`src/rtl/monitor_read_sched.sv`:
```
// Shares the monitor register file read port between host reads and a snapshot engine that dumps a register block into a local buffer.
// Latency: each read takes 3 cycles (grant, issue, capture); host_ack follows a granted host_req by 3 cycles.
// Backpressure: host_req is held until host_ack; snap_trig during a running snapshot is dropped and reported on snap_overrun.
module monitor_read_sched #(
  parameter int          NUM_SNAP  = 13,
  parameter logic [15:0] SNAP_BASE = 16'h0000
) (
  input  logic        clk,
  input  logic        rst_n,
  input  logic        host_req,
  input  logic [15:0] host_addr,
  output logic        host_ack,
  output logic [15:0] host_data,
  input  logic        snap_trig,
  output logic        snap_busy,
  output logic        snap_done,
  output logic        snap_valid,
  output logic        snap_overrun,
  input  logic [3:0]  snap_rd_idx,
  output logic [15:0] snap_rd_data,
  output logic        mon_read_en,
  output logic [15:0] mon_addr,
  input  logic [15:0] mon_data
);

  localparam logic [3:0] LAST_IDX = 4'(NUM_SNAP - 1);
  localparam logic [4:0] SNAP_CNT = 5'(NUM_SNAP);

  typedef enum logic [1:0] {IDLE, ISSUE, CAPTURE} state_t;

  state_t      state;
  state_t      state_nxt;
  logic        owner_snap;   // current transaction belongs to the snapshot engine
  logic        prio_snap;    // round-robin: snapshot wins the next tie
  logic [3:0]  idx;
  logic        valid_q;
  logic [15:0] buffer [16];
  logic        host_pend;
  logic        snap_pend;
  logic        grant_host;
  logic        grant_snap;

  // The ack cycle itself is not a request; a level still high afterwards is a new one.
  assign host_pend = host_req & ~host_ack;
  // The snapshot only competes from the cycle after its trigger.
  assign snap_pend = snap_busy;
  // A trigger landing on snap_done restarts the dump, so the finished one is never advertised.
  assign snap_valid = valid_q & ~(snap_done & snap_trig);

  // FSM state register
  always_ff @(posedge clk or negedge rst_n) begin
    if (!rst_n) state <= IDLE;
    else        state <= state_nxt;
  end

  // Next state, arbitration and read strobe
  always_comb begin
    state_nxt   = state;
    grant_host  = 1'b0;
    grant_snap  = 1'b0;
    mon_read_en = 1'b0;
    case (state)
      IDLE: begin
        if (host_pend && (!snap_pend || !prio_snap)) begin
          grant_host = 1'b1;
          state_nxt  = ISSUE;
        end else if (snap_pend) begin
          grant_snap = 1'b1;
          state_nxt  = ISSUE;
        end
      end
      ISSUE: begin
        mon_read_en = 1'b1;
        state_nxt   = CAPTURE;
      end
      CAPTURE: state_nxt = IDLE;
      default: state_nxt = IDLE;
    endcase
  end

  // Latch owner and address on grant; mon_addr then holds through capture and idle
  always_ff @(posedge clk or negedge rst_n) begin
    if (!rst_n) begin
      owner_snap <= 1'b0;
      prio_snap  <= 1'b0;
      mon_addr   <= '0;
    end else if (grant_host || grant_snap) begin
      owner_snap <= grant_snap;
      prio_snap  <= grant_host;
      mon_addr   <= grant_host ? host_addr : SNAP_BASE + {12'd0, idx};
    end
  end

  // Host capture: single-cycle ack, data held until the next host read
  always_ff @(posedge clk or negedge rst_n) begin
    if (!rst_n) begin
      host_ack  <= 1'b0;
      host_data <= '0;
    end else begin
      host_ack <= 1'b0;
      if (state == CAPTURE && !owner_snap) begin
        host_ack  <= 1'b1;
        host_data <= mon_data;
      end
    end
  end

  // Snapshot engine: trigger handling, buffer fill and completion
  always_ff @(posedge clk or negedge rst_n) begin
    if (!rst_n) begin
      snap_busy    <= 1'b0;
      snap_done    <= 1'b0;
      snap_overrun <= 1'b0;
      valid_q      <= 1'b0;
      idx          <= '0;
      for (int i = 0; i < 16; i++) buffer[i] <= '0;
    end else begin
      snap_done    <= 1'b0;
      snap_overrun <= 1'b0;
      // A snapshot capture only happens while busy, so it never collides with an accepted trigger.
      if (state == CAPTURE && owner_snap) begin
        buffer[idx] <= mon_data;
        if (idx == LAST_IDX) begin
          snap_done <= 1'b1;
          snap_busy <= 1'b0;
          valid_q   <= 1'b1;
          idx       <= '0;
        end else begin
          idx <= idx + 4'd1;
        end
      end
      if (snap_trig) begin
        if (snap_busy) begin
          snap_overrun <= 1'b1;
        end else begin
          snap_busy <= 1'b1;
          valid_q   <= 1'b0;
          idx       <= '0;
        end
      end
    end
  end

  // Registered buffer readout; indices past the snapshot length read as zero
  always_ff @(posedge clk or negedge rst_n) begin
    if (!rst_n)                         snap_rd_data <= '0;
    else if ({1'b0, snap_rd_idx} < SNAP_CNT) snap_rd_data <= buffer[snap_rd_idx];
    else                                snap_rd_data <= '0;
  end

endmodule

```
`config.mk`:
```
export PLATFORM = sky130hd
export DESIGN_NAME = monitor_read_sched
export DESIGN_NICKNAME = d
export VERILOG_FILES = /design/src/rtl/monitor_read_sched.sv
export SDC_FILE = /design/constraint.sdc
export NUM_CORES = 1
export LEC_CHECK = 0
export BUFFER_PORTS_ARGS = -buffer_cell sky130_fd_sc_hd__buf_2
export CELL_PAD_IN_SITES_DETAIL_PLACEMENT = 1
export CELL_PAD_IN_SITES_GLOBAL_PLACEMENT = 1
export CORE_MARGIN = 2
export CORE_UTILIZATION = 30
export DETAILED_ROUTE_END_ITERATION = 10
export GPL_TIMING_DRIVEN = 0
export PLACE_DENSITY = 0.5
export SLEW_MARGIN = 20
export SYNTH_ARGS = -nofsm -noshare
export SYNTH_HDL_FRONTEND = slang
export SYNTH_SLANG_ARGS = --single-unit
```
`constraint.sdc`:
```
create_clock -name clk -period 4 [get_ports clk]
set_input_delay 0.4 -clock clk [delete_from_list [all_inputs] [get_ports clk]]
set_output_delay 0.4 -clock clk [all_outputs]
set_load 0.01 [all_outputs]
```
Word-level counts from Yosys, hierarchy flattened
Index checks and enable logic that the tools add are counted.

cells by class
  add/sub/neg operators = 1
  mux-type cells = 33
  reductions and logical operators = 10
  bitwise logic cells = 7
  magnitude comparators = 4
  equality and inequality tests = 4

operator list
  kind                 count
  $bwmux 256           1
  $mux 16              5
  $bmux 16 s4          1
  $demux 16 s4         1
  $mux 1               18
  $mux 4               4
  $ge 5x5->1 const B   2
  $not 4->5            2
  $lt 5x1->1 const B   1
  $add 4x1->4 const B  1
  $eq 4x4->1 const B   1
  $logic_and 1x1->1    4
  $lt 4x4->1 const B   1
  $mux 2               2
  $pmux 2 s2           1
  $and 1x1->1          3
  $logic_not 1->1      3
  $ne 3x3->1 const B   1
  $eq 2x1->1 const B   1
  $eq 2x2->1 const B   1
  $logic_not 2->1      1
  $logic_or 1x1->1     2
  $not 1->1            2

word-level totals
  register bits = 317
  output and inout port bits = 54
  bits of input ports = 40
  word-level logic and storage cells = 87

Depth between registers and ports, before layout
  word-level depth = 6
  gate-level depth with buffers = 8
  depth with buffers taken out = 5

Least setup slack after synthesis
OpenSTA, ideal clock, no wires.

  kind = reg-to-reg
  start point = reg state[0]
  end point = reg buffer[181] in the netlist's numbering
  clock period less this slack = 1.777 ns
  cell stages (with the launch flop) = 7
  slack = 2.223 ns
  arrival time = 1.652 ns
  buffers on the path = 2
  data required time = 3.875 ns
  cells stage by stage = dfrtp_1 nand3b_4 nor3b_1 and2_1 buf_4 buf_4 mux2_2

on the way
  cells in the longest elaborated chain, start to end = 2

ends and longest elaborated chain
  what                           RTL line  RTL
  start, declared                31        state_t state;
  start signal, assigned         53        else state <= state_nxt;
  $eq 2x2->1                     121       if (state == CAPTURE && owner_snap) begin
  $logic_and 1x1->1              121
  end signal, assigned by index  122       buffer[idx] <= mon_data;
  end, declared                  37        logic [15:0] buffer [16];

No other way between the ends.
A chain may end at the register's enable or synchronous reset.

Final worst setup path
  start point = reg idx[0]
  end point = reg buffer[254] in the netlist's numbering

on the way
  cells in the longest elaborated chain, start to end = 6
  elaborated cells between the ends (all ways) = 7

ends and longest elaborated chain
  what                                                                   RTL line  RTL
  start, declared                                                        35        logic [3:0] idx;
  start signal, assigned                                                 129       idx <= idx + 4'd1;
  $not 4->5 (implied by the code) *                                      122
  $ge 5x5->1 (implied by the code) / $lt 5x1->1 (equally long branches)  122
  $logic_and 1x1->1 (implied by the code)                                122
  $mux 16 (implied by the code)                                          122
  $demux 16 s4 *                                                         122
  $bwmux 256 *                                                           122

Every way passes the cells marked *; elsewhere a longest branch is shown, timed or not.

==> results.ini <==
[critical_path]
critPathMaxFanout=10
cp-end-kind=flop
worstPathRequired_ns=4.39
crit_arrival_ns=2.70
crit_path_start_kind=flop
crit_type=reg2reg

[yosys]
syn_avg_cell_area_um2=14.3
ys_seq_area_frac=0.570
syn_area_mm2=0.0119
yosys.cell_types.count=44
yosysWarnings=0
async_reset_ff_frac=1.00
synth-seq-cells=270
synth-edff-count=0
synthFlopType=dfrtp_1
syn_nets=875
syn_inst=831

[layout]
final_cell_area_mm2=0.0141
nets=1006
multi_input_area_mm2=0.00474
area_delta_synth_final_pct=19.0
drive_above_1_share=0.455
nFillCells=4098
register_area_mm2=0.00676
diodes=0
final_cells=1504

[flow_run]
cap_viol_max_count=0

[floorplan]
die_h_um=203
start_util=0.305
ios=94
dieArea_mm2=0.0411
core_area_mm2=0.0388
row_count=72
dieWidth_um=203

[global_route]
antenna_found_initial=1
grt_start_max_net_pins=91
grt_pass1_vias=8141
grt_first_pass_wirelength_um=49200
track_usage=0.157
overflow=0

[timing]
worstMarginPinSlew_ns=0.771
hold_viol_final=0
drv_slew=0
fmax_mhz=433
hold_ws_ns=0.0743
timing.final.crit_share=0.578
finalClockSkew_ns=0.0133
setup_violations=0
rsz0062_at_grt=no
relSlewSlack=0.486
fin_crit_ns=2.31

[placement]
placed_area_mm2=0.0131
portBuffers=91
place.gp.congestion=0.702
dp.cells=1443
dpl.hpwl_um=21100

[clocking]
clk_path_buf_depth=3
cts-buffers-inserted=34
cts.htree.levels=2
cts_root_buffer=clkbuf_16
cts-resized-gates=0
clkTransAtPathRegs_ns=0.06
clk_latency_ns=0.52
hold_buffers=1
post-cts-setup-buffer-count=0
cts.sinks=270
cts_tree=yes

[routing]
wirelength_um=31200
routedWlPerCell_um=20.7
dr.pass1.iters=4
drc=0
vias=7204
ant_nets=0
viasPerCell=4.79
dr.first_iter.drc_count=196

[status]
outcome=complete, no violations

[power]
switching_share=0.288
combPwrFrac=0.255
vdd_drop_max_mv=0.312
p_per_area_mw_per_mm2=697
switchingPower_uw=2840
clock_power_share=0.294
power_frac_seq=0.450
internal_power_uw=7000
total_leakage_power_uw=0.00632

[hold_path]
min_path_type=in2reg

[flip-flops by register name (all words and copies together), names as in the netlist, 2 cells and up]
register and flops:
mon_addr 16, snap_rd_data 16, idx 4, buffer 209
state 2, host_data 16
[stage by stage]
stage,setup TNS [ns],power [uW],util,setup WS [ns]
final,0,9830,0.363,1.69
after floorplan,0,6170,-,2.22
after CTS,0,10000,0.363,1.66
after detailed placement,0,7040,0.336,1.25
after global routing,0,10500,0.363,1.53
after global placement,-786.77,6940,0.334,-2.94
[power by group through the flow]
stage                     clock network, uW  registers (uW)  logic, uW
final                                  2890            4430       2510
after global routing                   3120            4600       2780
after CTS                              3010            4440       2570
after detailed placement                  0            4480       2560
after global placement                    0            4450       2490
after floorplan                           0            4420       1750
[worst max-delay path, cell delays in order, from the launching register on]
cell	delay [ns]
dfrtp_1	0.49
inv_1	0.11
ha_1	0.33
nand2_1	0.44
buf_2	0.43
mux2_2	0.38
[final timing paths]
check                                   start            end  slack (ns)  cells after the start
worst max-delay path                   idx[0]    buffer[254]        1.69                      5
worst min-delay path            host_addr[14]   mon_addr[14]        0.07                      3
worst max register to register         idx[0]    buffer[254]        1.69                      5
worst min register to register    buffer[235]    buffer[235]        0.49                      1
max in group asynchronous               rst_n     buffer[96]        2.89                      3
min in group asynchronous               rst_n  host_data[13]        0.36                      2
[layer usage]
metal | part of all wire | wire [um] | vias up | global-route usage
li1 | - | - | 3285 | -
met1 | 0.47 | 14600 | 3776 | 0.212
met2 | 0.48 | 15000 | 93 | 0.261
met3 | 0.031 | 956 | 48 | 0.0270
met4 | 0.020 | 626 | 2 | 0.0420
met5 | 0.00042 | 13 | - | 0
[synth_stat cells, drive strengths merged (2+ instances only)]
library cell  instances  area, um^2
ha                    4        50.1
o31ai                15         113
mux2i                30         300
nand3                12        60.1
o22ai                30         188
nor3b                 4        46.3
a21o                  2        15.0
a211oi               18         135
and3                  5        36.3
and2b                 2        15.0
and3b                 2        17.5
a221o                 4        40.0
clkbuf               29         109
buf                  36         230
nor2b                17         106
mux2                240        2730
nand3b                3        35.0
a21oi                21         105
nand2                44         208
inv                   5        23.8
mux4                 18         405
dfrtp               270        6760
nor3                  3        20.0
nand2b                3        18.8
nor2                  4        15.0
and2                  5        31.3
[layout by cell type (no fill, tap or decap), types with 3 or more instances in the layout]
master and n:
nand2_1 38, nand2_2 4, mux2_4 7, inv_1 4
clkbuf_8 5, o31ai_1 15, mux2i_1 30, nor2_1 4
buf_2 110, o22ai_1 30, and2_1 5, inv_6 3
clkinv_2 10, dfrtp_1 270, ha_1 4, mux2_2 233
a221o_1 4, clkbuf_16 35, buf_1 5, nand2b_1 3
a211oi_1 18, buf_4 8, and3_1 4, a21oi_1 21
clkbuf_1 37, nor2b_1 17, mux4_2 18, nand3_1 12
buf_16 3
[final cells by class]
type	instances	area share
multi-input combinational	491	0.336
timing repair buffer	95	0.0396
clock inverter	12	0.00479
clock buffer	48	0.0691
tap	518	0.0459
buffer	65	0.0240
inverter	5	0.00168
sequential	270	0.479
[logic make-up after synthesis]
| group | synth area share |
|---|---|
| xor gates and xnor gates | 0.00148 |
| AOI/OAI and AO/OA | 0.0510 |
| and+or+nand+nor | 0.0530 |
| DFF | 0.570 |
| buffers and inverters | 0.0306 |
| adders and majority gates | 0.00422 |
| muxes | 0.290 |
Note: power is estimated with default switching activity, not from simulation.
